## src/rtl/pc_pkg.sv

```systemverilog
// Shared types and helpers for the fetch-stage program-counter sequencer.
package pc_pkg;

  // Sequencer operating state.
  typedef enum logic [1:0] {
    BOOT   = 2'd0,
    RUN    = 2'd1,
    HALTED = 2'd2
  } pc_state_t;

  // Which source loads the pc at the next edge, highest priority last.
  typedef enum logic [2:0] {
    RedirHold = 3'd0,
    RedirSeq  = 3'd1,
    RedirBr   = 3'd2,
    RedirJr   = 3'd3,
    RedirTrap = 3'd4
  } redir_t;

  // Shift that turns an instruction-word offset into a byte offset.
  function automatic int unsigned inc_shift(input int unsigned inc);
    return $clog2(inc);
  endfunction

endpackage

```

## src/rtl/pc_sequencer_if.sv

```systemverilog
// Fetch handshake plus redirect/control bundle of the pc sequencer.
interface pc_sequencer_if #(
  parameter int unsigned XLEN = 64,
  parameter int unsigned OFFW = 26,
  parameter int unsigned CNTW = 32
);
  logic            fetch_ready;
  logic            fetch_valid;
  logic [XLEN-1:0] pc;
  logic            br_take;
  logic [OFFW-1:0] br_off;
  logic            jr_take;
  logic [XLEN-1:0] jr_target;
  logic            trap;
  logic            halt;
  logic            resume;
  logic            misalign;
  logic [CNTW-1:0] fetch_cnt;

  // Sequencer side.
  modport master (
    input  fetch_ready, br_take, br_off, jr_take, jr_target, trap, halt, resume,
    output fetch_valid, pc, misalign, fetch_cnt
  );

  // Memory / branch-unit side.
  modport slave (
    output fetch_ready, br_take, br_off, jr_take, jr_target, trap, halt, resume,
    input  fetch_valid, pc, misalign, fetch_cnt
  );
endinterface

```

## src/rtl/pc_target_calc.sv

```systemverilog
// Combinational next-pc candidates: sequential, branch target and alignment flags.
module pc_target_calc
  import pc_pkg::*;
#(
  parameter int unsigned XLEN = 64,
  parameter int unsigned INC  = 4,
  parameter int unsigned OFFW = 26
) (
  input  logic [XLEN-1:0] pc,
  input  logic [OFFW-1:0] br_off,
  input  logic [XLEN-1:0] jr_target,
  output logic [XLEN-1:0] seq_target,
  output logic [XLEN-1:0] br_target,
  output logic            br_misalign,
  output logic            jr_misalign
);
  localparam int unsigned INC_SHIFT = inc_shift(INC);
  localparam logic [XLEN-1:0] ALIGN_MASK = XLEN'(INC - 1);

  logic [XLEN-1:0] off_ext;

  // Sign-extend before shifting so negative word offsets stay negative.
  always_comb begin
    off_ext     = {{(XLEN - OFFW){br_off[OFFW-1]}}, br_off};
    seq_target  = pc + XLEN'(INC);
    br_target   = pc + (off_ext << INC_SHIFT);
    br_misalign = (br_target & ALIGN_MASK) != '0;
    jr_misalign = (jr_target & ALIGN_MASK) != '0;
  end

endmodule

```

## src/rtl/pc_sequencer.sv

```systemverilog
// Fetch PC register, next-PC selection, halt/resume control and accepted-fetch counter.
module pc_sequencer
  import pc_pkg::*;
#(
  parameter int unsigned     XLEN      = 64,
  parameter int unsigned     INC       = 4,
  parameter int unsigned     OFFW      = 26,
  parameter logic [XLEN-1:0] RESET_VEC = '0,
  parameter logic [XLEN-1:0] TRAP_VEC  = XLEN'(64'h100),
  parameter int unsigned     CNTW      = 32
) (
  input logic            clk,
  input logic            rst_n,
  pc_sequencer_if.master bus
);
  pc_state_t       state_q, state_d;
  logic [XLEN-1:0] pc_q, pc_d;
  logic [CNTW-1:0] cnt_q, cnt_d;
  logic            mis_q, mis_d;
  redir_t          redir;
  logic            fetch_valid;
  logic            handshake;

  logic [XLEN-1:0] seq_target;
  logic [XLEN-1:0] br_target;
  logic            br_misalign;
  logic            jr_misalign;

  pc_target_calc #(
    .XLEN(XLEN),
    .INC (INC),
    .OFFW(OFFW)
  ) u_target_calc (
    .pc         (pc_q),
    .br_off     (bus.br_off),
    .jr_target  (bus.jr_target),
    .seq_target (seq_target),
    .br_target  (br_target),
    .br_misalign(br_misalign),
    .jr_misalign(jr_misalign)
  );

  assign fetch_valid     = (state_q == RUN);
  assign handshake       = fetch_valid & bus.fetch_ready;
  assign bus.fetch_valid = fetch_valid;
  assign bus.pc          = pc_q;
  assign bus.misalign    = mis_q;
  assign bus.fetch_cnt   = cnt_q;

  // Pick the pc source; in HALTED only a trap may move the pc.
  always_comb begin
    redir = RedirHold;
    unique case (state_q)
      RUN: begin
        if (bus.trap)             redir = RedirTrap;
        else if (bus.jr_take)     redir = RedirJr;
        else if (bus.br_take)     redir = RedirBr;
        else if (bus.fetch_ready) redir = RedirSeq;
      end
      HALTED: begin
        if (bus.trap) redir = RedirTrap;
      end
      default: redir = RedirHold;
    endcase
  end

  // Next pc, misalign pulse, state and counter.
  always_comb begin
    pc_d    = pc_q;
    mis_d   = 1'b0;
    state_d = state_q;
    cnt_d   = cnt_q;

    unique case (redir)
      RedirTrap: pc_d = TRAP_VEC;
      RedirJr: begin
        pc_d  = jr_misalign ? TRAP_VEC : bus.jr_target;
        mis_d = jr_misalign;
      end
      RedirBr: begin
        pc_d  = br_misalign ? TRAP_VEC : br_target;
        mis_d = br_misalign;
      end
      RedirSeq:  pc_d = seq_target;
      default:   pc_d = pc_q;
    endcase

    unique case (state_q)
      BOOT:    state_d = RUN;
      RUN:     if (bus.halt && !bus.trap) state_d = HALTED;
      HALTED:  if (bus.trap || bus.resume) state_d = RUN;
      default: state_d = BOOT;
    endcase

    // A redirect in the same cycle as a handshake still counts the fetch.
    if (handshake && (cnt_q != '1)) cnt_d = cnt_q + 1'b1;
  end

  // State, pc, counter and misalign registers.
  always_ff @(posedge clk or negedge rst_n) begin
    if (!rst_n) begin
      state_q <= BOOT;
      pc_q    <= RESET_VEC;
      cnt_q   <= '0;
      mis_q   <= 1'b0;
    end else begin
      state_q <= state_d;
      pc_q    <= pc_d;
      cnt_q   <= cnt_d;
      mis_q   <= mis_d;
    end
  end

endmodule

```

## src/flat_wrapper.sv

```systemverilog
// flat-port wrapper written by rule: the top's interface ports become plain ports
module pc_sequencer_flat import pc_pkg::*;
#(
  parameter int unsigned     XLEN      = 64,
  parameter int unsigned     INC       = 4,
  parameter int unsigned     OFFW      = 26,
  parameter logic [XLEN-1:0] RESET_VEC = '0,
  parameter logic [XLEN-1:0] TRAP_VEC  = XLEN'(64'h100),
  parameter int unsigned     CNTW      = 32
)
  (clk, rst_n, bus_fetch_ready, bus_br_take, bus_br_off, bus_jr_take, bus_jr_target, bus_trap, bus_halt, bus_resume, bus_fetch_valid, bus_pc, bus_misalign, bus_fetch_cnt);
  pc_sequencer_if #(.XLEN(XLEN), .OFFW(OFFW), .CNTW(CNTW)) bus_i ();
  input logic clk;
  input logic rst_n;
  input wire logic [$bits(bus_i.fetch_ready)-1:0] bus_fetch_ready;
  input wire logic [$bits(bus_i.br_take)-1:0] bus_br_take;
  input wire logic [$bits(bus_i.br_off)-1:0] bus_br_off;
  input wire logic [$bits(bus_i.jr_take)-1:0] bus_jr_take;
  input wire logic [$bits(bus_i.jr_target)-1:0] bus_jr_target;
  input wire logic [$bits(bus_i.trap)-1:0] bus_trap;
  input wire logic [$bits(bus_i.halt)-1:0] bus_halt;
  input wire logic [$bits(bus_i.resume)-1:0] bus_resume;
  output wire logic [$bits(bus_i.fetch_valid)-1:0] bus_fetch_valid;
  output wire logic [$bits(bus_i.pc)-1:0] bus_pc;
  output wire logic [$bits(bus_i.misalign)-1:0] bus_misalign;
  output wire logic [$bits(bus_i.fetch_cnt)-1:0] bus_fetch_cnt;
  assign bus_i.fetch_ready = bus_fetch_ready;
  assign bus_i.br_take = bus_br_take;
  assign bus_i.br_off = bus_br_off;
  assign bus_i.jr_take = bus_jr_take;
  assign bus_i.jr_target = bus_jr_target;
  assign bus_i.trap = bus_trap;
  assign bus_i.halt = bus_halt;
  assign bus_i.resume = bus_resume;
  assign bus_fetch_valid = bus_i.fetch_valid;
  assign bus_pc = bus_i.pc;
  assign bus_misalign = bus_i.misalign;
  assign bus_fetch_cnt = bus_i.fetch_cnt;
  pc_sequencer #(.XLEN(XLEN), .INC(INC), .OFFW(OFFW), .RESET_VEC(RESET_VEC), .TRAP_VEC(TRAP_VEC), .CNTW(CNTW)) u_core (.clk(clk), .rst_n(rst_n), .bus(bus_i));
endmodule
```

## config.mk

```make
export PLATFORM = sky130hd
export DESIGN_NAME = pc_sequencer_flat
export DESIGN_NICKNAME = d
export VERILOG_FILES = /design/src/rtl/pc_pkg.sv /design/src/rtl/pc_sequencer_if.sv /design/src/rtl/pc_target_calc.sv /design/src/rtl/pc_sequencer.sv /design/src/flat_wrapper.sv
export SDC_FILE = /design/constraint.sdc
export NUM_CORES = 1
export LEC_CHECK = 0
export ABC_AREA = 0
export CAP_MARGIN = 20
export CORE_UTILIZATION = 54
export CTS_BUF_LIST = sky130_fd_sc_hd__clkbuf_16
export CTS_CLUSTER_SIZE = 10
export DETAILED_ROUTE_END_ITERATION = 7
export HOLD_SLACK_MARGIN = 0.05
export PLACE_DENSITY_LB_ADDON = 0.05
export SLEW_MARGIN = 5
export SYNTH_ARGS = -nofsm -noshare
export SYNTH_HDL_FRONTEND = slang
export SYNTH_HIERARCHICAL = 1
export SYNTH_SLANG_ARGS = --single-unit
```

## constraint.sdc

```tcl
create_clock -name clk -period 3.5 [get_ports clk]
set_input_delay 0.7 -clock clk [delete_from_list [all_inputs] [get_ports clk]]
set_output_delay 0.7 -clock clk [all_outputs]
set_load 0.03 [all_outputs]
```

==> implementation parameters <==
Parameter                              Value

Status
  Run status    complete, but fails checks
  Violated checks    design-rule violations, negative setup slack

Global routing
  Global-route wire length before repair    55.6 mm
  Grt total ovfl    0
  Pin count of the biggest net entering global routing    57
  Via count of the first global-routing pass    10,700
  Global routing usage summed across all routing layers    38.4%
  Initial antenna violation count    0

Setup path
  Critical Path Max Stage Delay    0.35 ns
  Kind of cell adding the most delay to the critical path    compound AO/OA/AOI/OAI gates
  Endpoint of the most critical register-to-register path    u_core/bus.pc[45]
  Cell Chain, Critical Path    clkdlybuf4s15_1 -> ha_4 -> o21ai_4 -> nor2_2 -> o311a_1 -> o41ai_2 -> o211ai_1 -> a21oi_2 -> o21ai_2 -> a221oi_2 -> buf_4 -> xnor2_2 -> a22o_1 -> a221o_1
  Crit. End Element    flop
  Cell count of the worst reg-to-reg path    14
  Startpoint of the lowest-slack register-to-register path    u_core/bus.pc[2]
  Data required time of the worst path    3.75 ns
  Data arrival, critical path    3.76 ns
  Critical-path maximum fanout    3
  CP max-delay cell    sky130_fd_sc_hd__o311a_1
  Startpoint Class    input port
  Worst Path Class, Setup    in -> reg
  Reg-to-reg setup timing slack    0.06 ns
  Buffers and inverters on the worst path    2

Route
  Antenna Nets Post-Route    0
  DR pass1 iterations    8
  Routed wirelength normalized by instance count    21.6 um
  Remaining routing DRC violations    6
  Avg Vias per Cell    6.43
  Drt total wl    38.4 mm
  Total number of vias    11,400
  Drt first-iter violations    1,235

CTS
  TritonCTS clock tree    yes
  Total clock buffers created by CTS    9
  H-tree level count    3
  Hold Buf Count CTS    0
  Clock sink count    99
  Clock root buffer    sky130_fd_sc_hd__clkbuf_16
  Max Root-Sink Buffers    2
  Clock latency on the worst-skew pair    0.37 ns
  Reg clk slew, reported paths    0.09 ns

Floorplan
  Row count    48
  Die ar.    18,600 um2
  Initial Utilization    55.8%
  Die height    136 um
  Die width    136 um
  I/O pin total    196
  Core Box Area    17,500 um2

Final layout
  Post-layout utilization of the core    85.0%
  Layout overhead on the synthesized area    52.2%
  Fill cell total of the finished layout    1,042
  Antenna Cells    0
  Final net count    1,717
  Area of the multi-input gates    7520 um2
  Area taken by flip-flops and latches    2480 um2
  Fraction of final layout cells sized beyond drive strength 1    27.7%

STA
  Final number of hold-violating endpoints    0
  Tightest slew margin relative to the limit    37.7%
  Number of endpoints failing setup at the final stage    2
  Setup repair after global routing missed its margin    yes
  Worst Tran Pin Value    0.934 ns
  Fmax achieved    285 MHz
  Period utilisation layout    100%
  Max-slew violation count    0
  Setup WS post-layout    -0.0112 ns
  Setup clock skew after layout    0.0139 ns
  Min Tclk post-route    3.51 ns

Logic synthesis
  Number of synthesized flops with an enable pin    0
  Portion of the post-synthesis area used by sequential elements    25.4%
  Post-synthesis average cell area    8.67 um2
  Number of synthesized register bits    99
  Syn nets    1,292
  Number of instances in the synthesized netlist    1,125
  Distinct cell type count of the synthesized netlist    78
  Cell taking the most area after synthesis    sky130_fd_sc_hd__dfrtp_1
  Netlist Area Pre-Place    9750 um2
  Dominant combinational cell family by area after synthesis    compound AO/OA/AOI/OAI gates
  Xor/xnor cell area share of the yosys netlist    13.2%
  Top flip-flop cell by instance count after synthesis    sky130_fd_sc_hd__dfrtp_1
  Area share of the largest cell type after synthesis    25.4%
  Warnings, synthesis    6
  Adder-Cell Fraction of Synth Area    8.93%
  Post-synthesis mux area share    0.218%
  Fraction of registers with async set/reset    100%
  Post-synthesis simple-gate area fraction    19.5%
  Synthesized-area fraction occupied by ao, oa, aoi and oai cells    28.0%
  Synth top area cells    sky130_fd_sc_hd__dfrtp_1, sky130_fd_sc_hd__xnor2_1, sky130_fd_sc_hd__ha_1, sky130_fd_sc_hd__a221o_1, sky130_fd_sc_hd__a22o_1

Placement
  Detailed placer's ending HPWL    25.3 mm
  Buffers added on ports    195
  Final weighted congestion in routability-driven placement    0.950

Power
  Net load switching power    5.20 mW
  PD cells    750 nW/um2
  Static leakage    6.74 nW
  Internal power summed over all cells    5.94 mW
  Proportion of total power due to net switching    46.7%
  IR drop worst, VDD    0.514 mV
  Overall power of the completed layout    11.1 mW
  Combinational power share    71.8%
  Sequential share of power    18.2%
  Share of power burned in the clock network    10.0%

Flow run
  Reported max-cap violation count    0

Hold path
  Class of the most critical hold timing path    in -> async
==> cells in the mapped netlist (7+ instances only) <==
| cell type | instances |
|---|---|
| sky130_fd_sc_hd__xnor2_1 | 107 |
| sky130_fd_sc_hd__a222oi_1 | 8 |
| sky130_fd_sc_hd__nor4_1 | 7 |
| sky130_fd_sc_hd__a31oi_1 | 10 |
| sky130_fd_sc_hd__o2bb2ai_1 | 8 |
| sky130_fd_sc_hd__nand4_1 | 43 |
| sky130_fd_sc_hd__a21o_1 | 33 |
| sky130_fd_sc_hd__ha_1 | 68 |
| sky130_fd_sc_hd__nor3_1 | 12 |
| sky130_fd_sc_hd__and4_1 | 12 |
| sky130_fd_sc_hd__inv_1 | 28 |
| sky130_fd_sc_hd__xor2_1 | 40 |
| sky130_fd_sc_hd__buf_6 | 13 |
| sky130_fd_sc_hd__o21a_1 | 11 |
| sky130_fd_sc_hd__dfrtp_1 | 99 |
| sky130_fd_sc_hd__o21ai_0 | 43 |
| sky130_fd_sc_hd__and3_1 | 25 |
| sky130_fd_sc_hd__nand2_1 | 85 |
| sky130_fd_sc_hd__clkbuf_1 | 30 |
| sky130_fd_sc_hd__nor2b_1 | 7 |
| sky130_fd_sc_hd__buf_2 | 11 |
| sky130_fd_sc_hd__nand3_1 | 38 |
| sky130_fd_sc_hd__a221o_1 | 55 |
| sky130_fd_sc_hd__nand2b_1 | 10 |
| sky130_fd_sc_hd__a21oi_1 | 81 |
| sky130_fd_sc_hd__o21bai_1 | 19 |
| sky130_fd_sc_hd__nor2_1 | 66 |
| sky130_fd_sc_hd__a22o_1 | 55 |
==> power by group through the flow <==
stage          Sequential [mW]  Combinational [mW]  Clock, mW
2_1_floorplan             2.58                3.29          0
3_3_place_gp              1.94                6.98          0
3_5_place_dp              1.95                7.09          0
4_1_cts                   1.95                7.42       1.12
5_1_grt                   2.08                8.45       1.17
6_report                  2.02                8.00       1.11
==> registers in the layout, summed over array words and instances (netlist names) <==
signal,flops
u_core/bus.pc,64
u_core/bus.misalign,1
u_core/state_q,2
u_core/bus.fetch_cnt,32
==> cell usage in the layout (no fill, tap or decap), types with 11 or more instances in the layout <==
cell type                         netlist  layout
sky130_fd_sc_hd__clkdlybuf4s50_1        0     172
sky130_fd_sc_hd__a221o_1               55      55
sky130_fd_sc_hd__o21bai_1              19      18
sky130_fd_sc_hd__xor2_1                40      40
sky130_fd_sc_hd__nand4_1               43      43
sky130_fd_sc_hd__xnor2_1              107     106
sky130_fd_sc_hd__dlymetal6s2s_1         0      15
sky130_fd_sc_hd__a22o_1                55      55
sky130_fd_sc_hd__and3_1                25      24
sky130_fd_sc_hd__nand3_1               38      38
sky130_fd_sc_hd__a21o_1                33      33
sky130_fd_sc_hd__buf_4                  6     272
sky130_fd_sc_hd__ha_1                  68      34
sky130_fd_sc_hd__and4_1                12      12
sky130_fd_sc_hd__a21oi_1               81      62
sky130_fd_sc_hd__dfrtp_1               99      99
sky130_fd_sc_hd__o21a_1                11      11
sky130_fd_sc_hd__a21oi_2                1      18
sky130_fd_sc_hd__inv_1                 28      27
sky130_fd_sc_hd__ha_4                   0      31
sky130_fd_sc_hd__nor2_1                66      62
sky130_fd_sc_hd__nand2_1               85      81
sky130_fd_sc_hd__o21ai_0               43      27
==> worst max-delay path by stage <==
stage / depth (start not counted) / endpoint / start
2_1_floorplan: 15 / u_core/bus.pc[32] / bus_br_off[0]
3_3_place_gp: 17 / u_core/bus.pc[60] / bus_br_off[0]
3_5_place_dp: 15 / u_core/bus.pc[49] / bus_br_off[0]
4_1_cts: 14 / u_core/bus.pc[45] / bus_br_off[2]
5_1_grt: 14 / u_core/bus.pc[45] / bus_br_off[2]
6_report: 14 / u_core/bus.pc[45] / bus_br_off[2]
==> worst register-to-register path: stages (launching register included) <==
cell	delay, ns
sky130_fd_sc_hd__dfrtp_1	0.44
sky130_fd_sc_hd__ha_4	0.19
sky130_fd_sc_hd__buf_6	0.11
sky130_fd_sc_hd__a211oi_2	0.23
sky130_fd_sc_hd__nor2_2	0.09
sky130_fd_sc_hd__o311a_1	0.35
sky130_fd_sc_hd__o41ai_2	0.28
sky130_fd_sc_hd__o211ai_1	0.27
sky130_fd_sc_hd__a21oi_2	0.25
sky130_fd_sc_hd__o21ai_2	0.10
sky130_fd_sc_hd__a221oi_2	0.30
sky130_fd_sc_hd__buf_4	0.18
sky130_fd_sc_hd__xnor2_2	0.06
sky130_fd_sc_hd__a22o_1	0.22
sky130_fd_sc_hd__a221o_1	0.26
==> layout make-up <==
type	instances	share of cell area (%)
Clock buffer	9	1.52
Multi-Input combinational cell	938	50.7
Tap cell	225	1.90
Timing Repair Buffer	474	27.9
Inverter	28	0.708
Sequential cell	99	16.7
Clock inverter	7	0.615
==> layer usage <==
layer,global-route usage [%],vias up,share of wire (%)
met5,0,-,0
met4,17.3,0,4.0
met3,6.56,140,9.3
met2,62.4,750,47
met1,49.6,5443,40
li1,-,5114,-
==> kinds of logic after synthesis <==
logic type	after synthesis
AOI/OAI and AO/OA	370
xor gates and xnor gates	147
adders and majority gates	69
buffers and inverters	88
DFF	99
muxes	2
and+or+nand+nor	350
==> stage by stage <==
stage	area, um2	worst slack [ns]	hold slack [ns]	std cells	TNS, ns
global route	14800	-0.0597	0.472	1780	-0.253
global placement	13600	-0.740	0.486	1740	-20.49
floorplan	9750	0.00333	0.404	1125	0
finish	14800	-0.0112	0.418	1780	-0.0197
detailed placement	13600	-0.853	0.499	1740	-23.17
CTS	14400	0.00202	0.442	1775	0
==> timing repair <==
item / 4_1_cts / 5_1_grt
gates cloned: 1 / 0
setup buffers: 18 / 5
resized for setup: 83 / 79
pin swaps: 31 / 35
hold endpoints to repair: 0 / 0
endpoints found under the setup margin: 37 / 29
No activity file was read; power rests on OpenSTA's default activity.
